<file path="src/rtl/db9md_pkg.sv">
// Shared types for the Mega Drive / DB9 pad reader: button bit positions in the published
// word and the select-sequence phases.
package db9md_pkg;

   localparam int MD_WORD_W = 12;

   localparam int BTN_R     = 0;
   localparam int BTN_L     = 1;
   localparam int BTN_D     = 2;
   localparam int BTN_U     = 3;
   localparam int BTN_B     = 4;
   localparam int BTN_C     = 5;
   localparam int BTN_A     = 6;
   localparam int BTN_START = 7;
   localparam int BTN_MODE  = 8;
   localparam int BTN_X     = 9;
   localparam int BTN_Y     = 10;
   localparam int BTN_Z     = 11;

   typedef enum logic [3:0] {IDLE, PH0, PH1, PH2, PH3, PH4, PH5, PH6, PH7} phase_e;

   // Select is high while idle and in even phases, low in odd phases.
   function automatic logic sel_level(phase_e ph);
      return (ph == IDLE) || (ph == PH0) || (ph == PH2) || (ph == PH4) || (ph == PH6);
   endfunction

endpackage

</file>
<file path="src/rtl/db9md_if.sv">
// Pad-side and host-side signals of the DB9/MD reader; master is the reader itself.
interface db9md_if #(
   parameter int NUM_PORTS = 2
);
   import db9md_pkg::*;

   logic [5:0]                     joy_in;
   logic                           joy_mdsel;
   logic                           joy_split;
   logic [MD_WORD_W*NUM_PORTS-1:0] joystick;
   logic [NUM_PORTS-1:0]           pad_present;
   logic [NUM_PORTS-1:0]           md6;
   logic                           upd;

   modport master (
      input  joy_in,
      output joy_mdsel, joy_split, joystick, pad_present, md6, upd
   );

   modport slave (
      output joy_in,
      input  joy_mdsel, joy_split, joystick, pad_present, md6, upd
   );

endinterface

</file>
<file path="src/rtl/db9md_port_capture.sv">
// Per-port shadow of the button word built up across the select phases, copied to the
// published word only when the whole sequence for this port has completed.
module db9md_port_capture
   import db9md_pkg::*;
#(
   parameter bit FORCE_3BTN = 1'b0
) (
   input  logic                 clk_sys,
   input  logic                 reset,
   input  logic                 active,
   input  phase_e               phase,
   input  logic                 sample,
   input  logic                 publish,
   input  logic [5:0]           pad_in,
   output logic [MD_WORD_W-1:0] word,
   output logic                 present,
   output logic                 six
);

   logic [MD_WORD_W-1:0] shadow_q, shadow_d;
   logic [MD_WORD_W-1:0] word_q, word_d;
   logic                 pres_sh_q, pres_sh_d;
   logic                 six_sh_q, six_sh_d;
   logic                 present_q, present_d;
   logic                 six_q, six_d;

   always_ff @(posedge clk_sys or posedge reset) begin
      if (reset) begin
         shadow_q  <= '0;
         word_q    <= '0;
         pres_sh_q <= 1'b0;
         six_sh_q  <= 1'b0;
         present_q <= 1'b0;
         six_q     <= 1'b0;
      end else begin
         shadow_q  <= shadow_d;
         word_q    <= word_d;
         pres_sh_q <= pres_sh_d;
         six_sh_q  <= six_sh_d;
         present_q <= present_d;
         six_q     <= six_d;
      end
   end

   always_comb begin
      shadow_d  = shadow_q;
      word_d    = word_q;
      pres_sh_d = pres_sh_q;
      six_sh_d  = six_sh_q;
      present_d = present_q;
      six_d     = six_q;
      if (active && sample) begin
         case (phase)
            PH0: begin
               shadow_d[BTN_U] = ~pad_in[0];
               shadow_d[BTN_D] = ~pad_in[1];
               shadow_d[BTN_L] = ~pad_in[2];
               shadow_d[BTN_R] = ~pad_in[3];
               shadow_d[BTN_B] = ~pad_in[4];
               shadow_d[BTN_C] = ~pad_in[5];
            end
            PH1: begin
               shadow_d[BTN_A]     = ~pad_in[4];
               shadow_d[BTN_START] = ~pad_in[5];
               pres_sh_d           = (pad_in[3:2] == 2'b00);
            end
            PH5: six_sh_d = !FORCE_3BTN && (pad_in[3:0] == 4'b0000);
            PH6: begin
               if (six_sh_q) begin
                  shadow_d[BTN_Z]    = ~pad_in[0];
                  shadow_d[BTN_Y]    = ~pad_in[1];
                  shadow_d[BTN_X]    = ~pad_in[2];
                  shadow_d[BTN_MODE] = ~pad_in[3];
               end
            end
            default: ;
         endcase
      end
      // Upper nibble may hold stale 6-button data from an earlier pad; mask it unless six.
      if (active && publish) begin
         word_d = '0;
         if (pres_sh_q) begin
            word_d[7:0] = shadow_q[7:0];
            if (six_sh_q) word_d[11:8] = shadow_q[11:8];
         end
         present_d = pres_sh_q;
         six_d     = pres_sh_q && six_sh_q;
      end
   end

   assign word    = word_q;
   assign present = present_q;
   assign six     = six_q;

endmodule

</file>
<file path="src/rtl/db9md_multi_reader.sv">
// Mega Drive / DB9 pad reader: walks the select sequence on each port in turn and
// publishes one active-high 12-bit button word per port.
//
// state | meaning
// IDLE  | select high; pad counter times out; split already on the port to scan
// PH0   | select high; sample U/D/L/R/B/C
// PH1   | select low; sample A/Start; presence from L=R=0
// PH2-4 | select toggling to step the 6-button pad counter; no sample
// PH5   | select low; a 6-button pad answers with U/D/L/R all low
// PH6   | select high; sample Z/Y/X/Mode when 6-button
// PH7   | select low; publish (PH3 publishes instead when forced to 3-button)
module db9md_multi_reader
   import db9md_pkg::*;
#(
   parameter int NUM_PORTS    = 2,
   parameter int PHASE_CYCLES = 360,
   parameter int IDLE_CYCLES  = 32400,
   parameter bit FORCE_3BTN   = 1'b0
) (
   input  logic    clk_sys,
   input  logic    reset,
   db9md_if.master bus
);

   localparam int TMR_MAX = (PHASE_CYCLES > IDLE_CYCLES) ? PHASE_CYCLES : IDLE_CYCLES;
   localparam int TMR_W   = $clog2(TMR_MAX);
   localparam logic [TMR_W-1:0] PH_LOAD   = TMR_W'(PHASE_CYCLES - 1);
   localparam logic [TMR_W-1:0] IDLE_LOAD = TMR_W'(IDLE_CYCLES - 1);
   localparam phase_e LAST_PH = FORCE_3BTN ? PH3 : PH7;

   phase_e                          phase_q, phase_d;
   logic [TMR_W-1:0]                timer_q, timer_d;
   logic                            port_q, port_d;
   logic                            mdsel_q, mdsel_d;
   logic                            upd_q, upd_d;
   logic [5:0]                      sync1_q, sync1_d;
   logic [5:0]                      sync2_q, sync2_d;
   logic                            sample, publish;
   logic [MD_WORD_W-1:0]            word_w [NUM_PORTS];
   logic [NUM_PORTS-1:0]            present_w, six_w;
   logic [MD_WORD_W*NUM_PORTS-1:0]  joystick_w;

   always_ff @(posedge clk_sys or posedge reset) begin
      if (reset) begin
         phase_q <= IDLE;
         timer_q <= IDLE_LOAD;
         port_q  <= 1'b0;
         mdsel_q <= 1'b1;
         upd_q   <= 1'b0;
         sync1_q <= '1;
         sync2_q <= '1;
      end else begin
         phase_q <= phase_d;
         timer_q <= timer_d;
         port_q  <= port_d;
         mdsel_q <= mdsel_d;
         upd_q   <= upd_d;
         sync1_q <= sync1_d;
         sync2_q <= sync2_d;
      end
   end

   // Down-counter reloads on terminal count; the terminal cycle is the sample cycle.
   always_comb begin
      phase_d = phase_q;
      timer_d = timer_q - TMR_W'(1);
      port_d  = port_q;
      sample  = 1'b0;
      publish = 1'b0;
      sync1_d = bus.joy_in;
      sync2_d = sync1_q;
      if (timer_q == '0) begin
         timer_d = PH_LOAD;
         if (phase_q == IDLE) begin
            phase_d = PH0;
         end else begin
            sample = 1'b1;
            if (phase_q == LAST_PH) begin
               publish = 1'b1;
               phase_d = IDLE;
               timer_d = IDLE_LOAD;
               port_d  = (port_q == 1'(NUM_PORTS - 1)) ? 1'b0 : ~port_q;
            end else begin
               phase_d = phase_e'(phase_q + 4'd1);
            end
         end
      end
      mdsel_d = sel_level(phase_d);
      upd_d   = publish;
   end

   for (genvar p = 0; p < NUM_PORTS; p++) begin : g_port
      db9md_port_capture #(.FORCE_3BTN(FORCE_3BTN)) u_cap (
         .clk_sys (clk_sys),
         .reset   (reset),
         .active  (port_q == 1'(p)),
         .phase   (phase_q),
         .sample  (sample),
         .publish (publish),
         .pad_in  (sync2_q),
         .word    (word_w[p]),
         .present (present_w[p]),
         .six     (six_w[p])
      );
   end

   always_comb begin
      joystick_w = '0;
      for (int p = 0; p < NUM_PORTS; p++) begin
         joystick_w[p*MD_WORD_W +: MD_WORD_W] = word_w[p];
      end
   end

   assign bus.joy_mdsel   = mdsel_q;
   assign bus.joy_split   = port_q;
   assign bus.joystick    = joystick_w;
   assign bus.pad_present = present_w;
   assign bus.md6         = six_w;
   assign bus.upd         = upd_q;

endmodule

</file>
<file path="src/flat_wrapper.sv">
// flat-port wrapper written by rule: the top's interface ports become plain ports
module db9md_multi_reader_flat import db9md_pkg::*;
#(
   parameter int NUM_PORTS    = 2,
   parameter int PHASE_CYCLES = 360,
   parameter int IDLE_CYCLES  = 32400,
   parameter bit FORCE_3BTN   = 1'b0
)
  (clk_sys, reset, bus_joy_in, bus_joy_mdsel, bus_joy_split, bus_joystick, bus_pad_present, bus_md6, bus_upd);
  db9md_if #(.NUM_PORTS(NUM_PORTS)) bus_i ();
  input  logic clk_sys;
  input  logic reset;
  input wire logic [$bits(bus_i.joy_in)-1:0] bus_joy_in;
  output wire logic [$bits(bus_i.joy_mdsel)-1:0] bus_joy_mdsel;
  output wire logic [$bits(bus_i.joy_split)-1:0] bus_joy_split;
  output wire logic [$bits(bus_i.joystick)-1:0] bus_joystick;
  output wire logic [$bits(bus_i.pad_present)-1:0] bus_pad_present;
  output wire logic [$bits(bus_i.md6)-1:0] bus_md6;
  output wire logic [$bits(bus_i.upd)-1:0] bus_upd;
  assign bus_i.joy_in = bus_joy_in;
  assign bus_joy_mdsel = bus_i.joy_mdsel;
  assign bus_joy_split = bus_i.joy_split;
  assign bus_joystick = bus_i.joystick;
  assign bus_pad_present = bus_i.pad_present;
  assign bus_md6 = bus_i.md6;
  assign bus_upd = bus_i.upd;
  db9md_multi_reader #(.NUM_PORTS(NUM_PORTS), .PHASE_CYCLES(PHASE_CYCLES), .IDLE_CYCLES(IDLE_CYCLES), .FORCE_3BTN(FORCE_3BTN)) u_core (.clk_sys(clk_sys), .reset(reset), .bus(bus_i));
endmodule
</file>
<file path="config.mk">
export PLATFORM = sky130hd
export DESIGN_NAME = db9md_multi_reader_flat
export DESIGN_NICKNAME = d
export VERILOG_FILES = /design/src/rtl/db9md_pkg.sv /design/src/rtl/db9md_if.sv /design/src/rtl/db9md_port_capture.sv /design/src/rtl/db9md_multi_reader.sv /design/src/flat_wrapper.sv
export SDC_FILE = /design/constraint.sdc
export NUM_CORES = 1
export LEC_CHECK = 0
export BUFFER_PORTS_ARGS = -buffer_cell sky130_fd_sc_hd__buf_4
export CORE_AREA = 3 3 106 128
export DETAILED_ROUTE_END_ITERATION = 8
export DIE_AREA = 0 0 109 131
export PLACE_DENSITY_LB_ADDON = 0.05
export SLEW_MARGIN = 20
export SYNTH_ARGS = -nofsm -noshare
export SYNTH_HDL_FRONTEND = slang
export SYNTH_SLANG_ARGS = --single-unit
</file>
<file path="constraint.sdc">
create_clock -name clk_sys -period 3.2 [get_ports clk_sys]
set_clock_uncertainty 0.05 [all_clocks]
set_input_delay 0.64 -clock clk_sys [delete_from_list [all_inputs] [get_ports clk_sys]]
set_output_delay 0.64 -clock clk_sys [all_outputs]
set_load 0.01 [all_outputs]
</file>
==> results.sh <==
export IMPL_status="completed"
export IMPL_comb_power_share_pct=1.5
export IMPL_synthesis_area_um2=3700
export IMPL_relSlewSlack_pct=66.0
export IMPL_ios=39
export IMPL_ys_seq_elements=90
export IMPL_numPortBuffers=38
export IMPL_rsz0062_at_grt="false"
export IMPL_postRouteAntennaNets=0
export IMPL_crit_buf_inv=2
export IMPL_syn2layout_area_growth_pct=20.3
export IMPL_power_leakage_nw=1.95
export IMPL_cts_clk_slew_worst_paths_ns=0.06
export IMPL_crit_path_end_kind="flop"
export IMPL_rows=45
export IMPL_cts_buffers=9
export IMPL_tritoncts="built"
export IMPL_antenna_found_initial=0
export IMPL_vias_per_cell=4.52
export IMPL_core_area_um2=12600
export IMPL_n_antenna_cell=0
export IMPL_critPathMaxStageDelay_ns=0.38
export IMPL_max_clock_path_buffers=2
export IMPL_drv_cap=0
export IMPL_power_switching_mw=0.461
export IMPL_first_pass_iters=4
export IMPL_p_sw_share_pct=21.1
export IMPL_synth_avg_cell_area_um2=10.4
export IMPL_drtIter0Drc=78
export IMPL_period_needed_ns=2.29
export IMPL_htree_levels=3
export IMPL_cp_top_family="simple AND/OR/NAND/NOR gates"
export IMPL_cts_resized=0
export IMPL_grt_use_total_pct=12.3
export IMPL_syn_nets=370
export IMPL_post_cts_buffers=0
export IMPL_pre_cts_slack_ns=0.891
export IMPL_crit_chain="inv_1 -> ha_1 -> nor3b_1 -> buf_4 -> nand4_1 -> o21ai_0 -> nand3_1 -> a211oi_1"
export IMPL_synthCells=357
export IMPL_worstSetupPathType="flop to flop"
export IMPL_setup_viol_count_final=0
export IMPL_worstMarginPinSlew_ns=0.511
export IMPL_path_max_fanout=8
export IMPL_via_count=2555
export IMPL_grt_pass1_wl_mm=13.3
export IMPL_initial_core_util_pct=29.5
export IMPL_cp_slowest_cell="dfstp_2"
export IMPL_fin_ws_ns=0.913
export IMPL_cts_sinks=90
export IMPL_synth_cell_type_count=36
export IMPL_die_y_um=131
export IMPL_routed_wl_mm=8.09
export IMPL_clock_latency_ns=0.34
export IMPL_internal_power_mw=1.73
export IMPL_ys_seq_area_share_pct=61.7
export IMPL_finalHoldViolCount=0
export IMPL_drive_above_1_share_pct=24.9
export IMPL_hold_path_class="primary input to async pin"
export IMPL_final_cell_mix="81 x nand2_1, 66 x dfrtp_1, 55 x o21ai_0, 46 x buf_4, 24 x dfstp_2"
export IMPL_grt_pass1_vias=2517
export IMPL_pwr_share_seq_pct=53.1
export IMPL_routabilityCongestion=0.723
export IMPL_wl_per_cell_um=14.3
export IMPL_final_core_util_pct=35.4
export IMPL_crit_required_ns=3.39
export IMPL_worstPathArrival_ns=2.48
export IMPL_die_area_um2=14300
export IMPL_drv_slew=0
export IMPL_final_common_cell="nand2_1"
export IMPL_dp_hpwl_mm=5.76
export IMPL_yosysWarningCount=0
export IMPL_startpoint_type="flop"
export IMPL_finalSetupTns_ns=0
export IMPL_grt_overflow=0
export IMPL_final_cell_area_um2=4450
export IMPL_fillers=1303
export IMPL_chipWidth_um=109
export IMPL_cts_root_buf="clkbuf_16"
export IMPL_power_density_nw_per_um2=492
export IMPL_pwr_share_clk_pct=45.5
export IMPL_hold_buffers=0
export IMPL_fin_crit_sh_pct=71.5
export IMPL_fmax_mhz=437
export IMPL_grt_max_degree=30
export IMPL_final_nets=409
export IMPL_route_detailed_drc=0
export IMPL_peakVddDrop_uv=186
export IMPL_place_area_um2=4170
power groups by stage:
stage          clock [mW]  sequential, mW  combinational [mW]
2_1_floorplan           0            1.18              0.0165
4_1_cts              1.05            1.16              0.0350
5_1_grt              1.09            1.16              0.0385
6_report            0.996            1.16              0.0319
3_5_place_dp            0            1.18              0.0348
3_3_place_gp            0            1.18              0.0345
cells by family after synthesis:
group	share of synthesized area, %
buf+inv	3.01
compound gates	10.0
flops	61.7
mux	1.83
simple gates	19.7
fa+ha+maj	1.69
xor+xnor	2.13
layout make-up:
class / instances / area (µm²) / area share (%)
clock buffer: 12 / 256 / 5.76
clock inverter: 4 / 26.3 / 0.590
inverter: 7 / 27.5 / 0.618
multi-input combinational: 242 / 1310 / 29.4
sequential: 90 / 2280 / 51.3
tap: 164 / 205 / 4.61
timing repair buffer: 46 / 345 / 7.76
cell usage after synthesis:
library cell	instances	share of area, %
xor2_1	5	1.2
a31oi_1	2	0.34
mux2_2	6	1.8
a211oi_1	2	0.41
a21oi_1	4	0.54
nor4_1	4	0.68
a21boi_2	1	0.30
and2_1	1	0.17
nor3b_1	2	0.41
buf_2	2	0.27
nor4_2	1	0.34
nor2_2	1	0.17
nor4b_1	3	0.71
nand3_1	17	2.3
dfstp_2	24	17
nor3_1	5	0.68
or4_4	3	0.91
o211ai_1	1	0.20
o21ai_0	55	7.4
o22ai_1	1	0.17
nand4_2	1	0.34
clkbuf_1	12	1.2
inv_1	7	0.71
and4b_1	1	0.27
o31ai_1	3	0.61
nor2b_1	4	0.68
xnor2_1	4	0.95
nand4_1	5	0.85
buf_4	4	0.81
nand2_1	81	8.2
dfrtp_1	66	45
and4_1	2	0.47
nor2_1	18	1.8
ha_1	5	1.7
or2_2	1	0.17
and3_1	3	0.51
registers in the layout (all words and copies together), names as in the netlist:
name	cells
u_core.g_port.u_cap.shadow_q	24
u_core.g_port.u_cap.word	24
u_core.timer_q	15
u_core.sync1_q	6
u_core.sync2_q	6
u_core.phase_q	4
u_core.g_port.u_cap.pres_sh_q	2
u_core.g_port.u_cap.present	2
u_core.g_port.u_cap.six	2
u_core.g_port.u_cap.six_sh_q	2
u_core.bus.joy_mdsel	1
u_core.bus.joy_split	1
u_core.bus.upd	1
per-stage QoR:
step | total power, mW | hold slack, ns | std cells
after floorplan | 1.19 | 0.295 | 357
after global placement | 1.22 | 0.296 | 549
after detailed placement | 1.22 | 0.297 | 549
after CTS | 2.24 | 0.265 | 565
after global routing | 2.29 | 0.284 | 565
final | 2.19 | 0.258 | 565
layer usage:
metal  vias to the layer above  wire length, µm  GRT usage (%)
met5                         -                0              0
met4                         0              119           5.57
met3                        10              224           3.24
met2                        27             4080           19.7
met1                      1221             3670           15.6
li1                       1297                -              -
final timing paths:
| path | slack (ns) | cells after the start | start | end |
|---|---|---|---|---|
| min in group clk_sys | 0.31 | 0 | u_core.sync1_q[0] | u_core.sync2_q[0] |
| worst max-delay path | 0.91 | 8 | u_core.timer_q[0] | u_core.bus.joy_mdsel |
| worst max register to register | 0.91 | 8 | u_core.timer_q[0] | u_core.bus.joy_mdsel |
| worst min register to register | 0.31 | 0 | u_core.sync1_q[0] | u_core.sync2_q[0] |
| worst min-delay path | 0.26 | 2 | reset | u_core.bus.upd |
| max in group asynchronous | 2.04 | 3 | reset | u_core.bus.joy_mdsel |
Power figures use the tool's default switching activity.
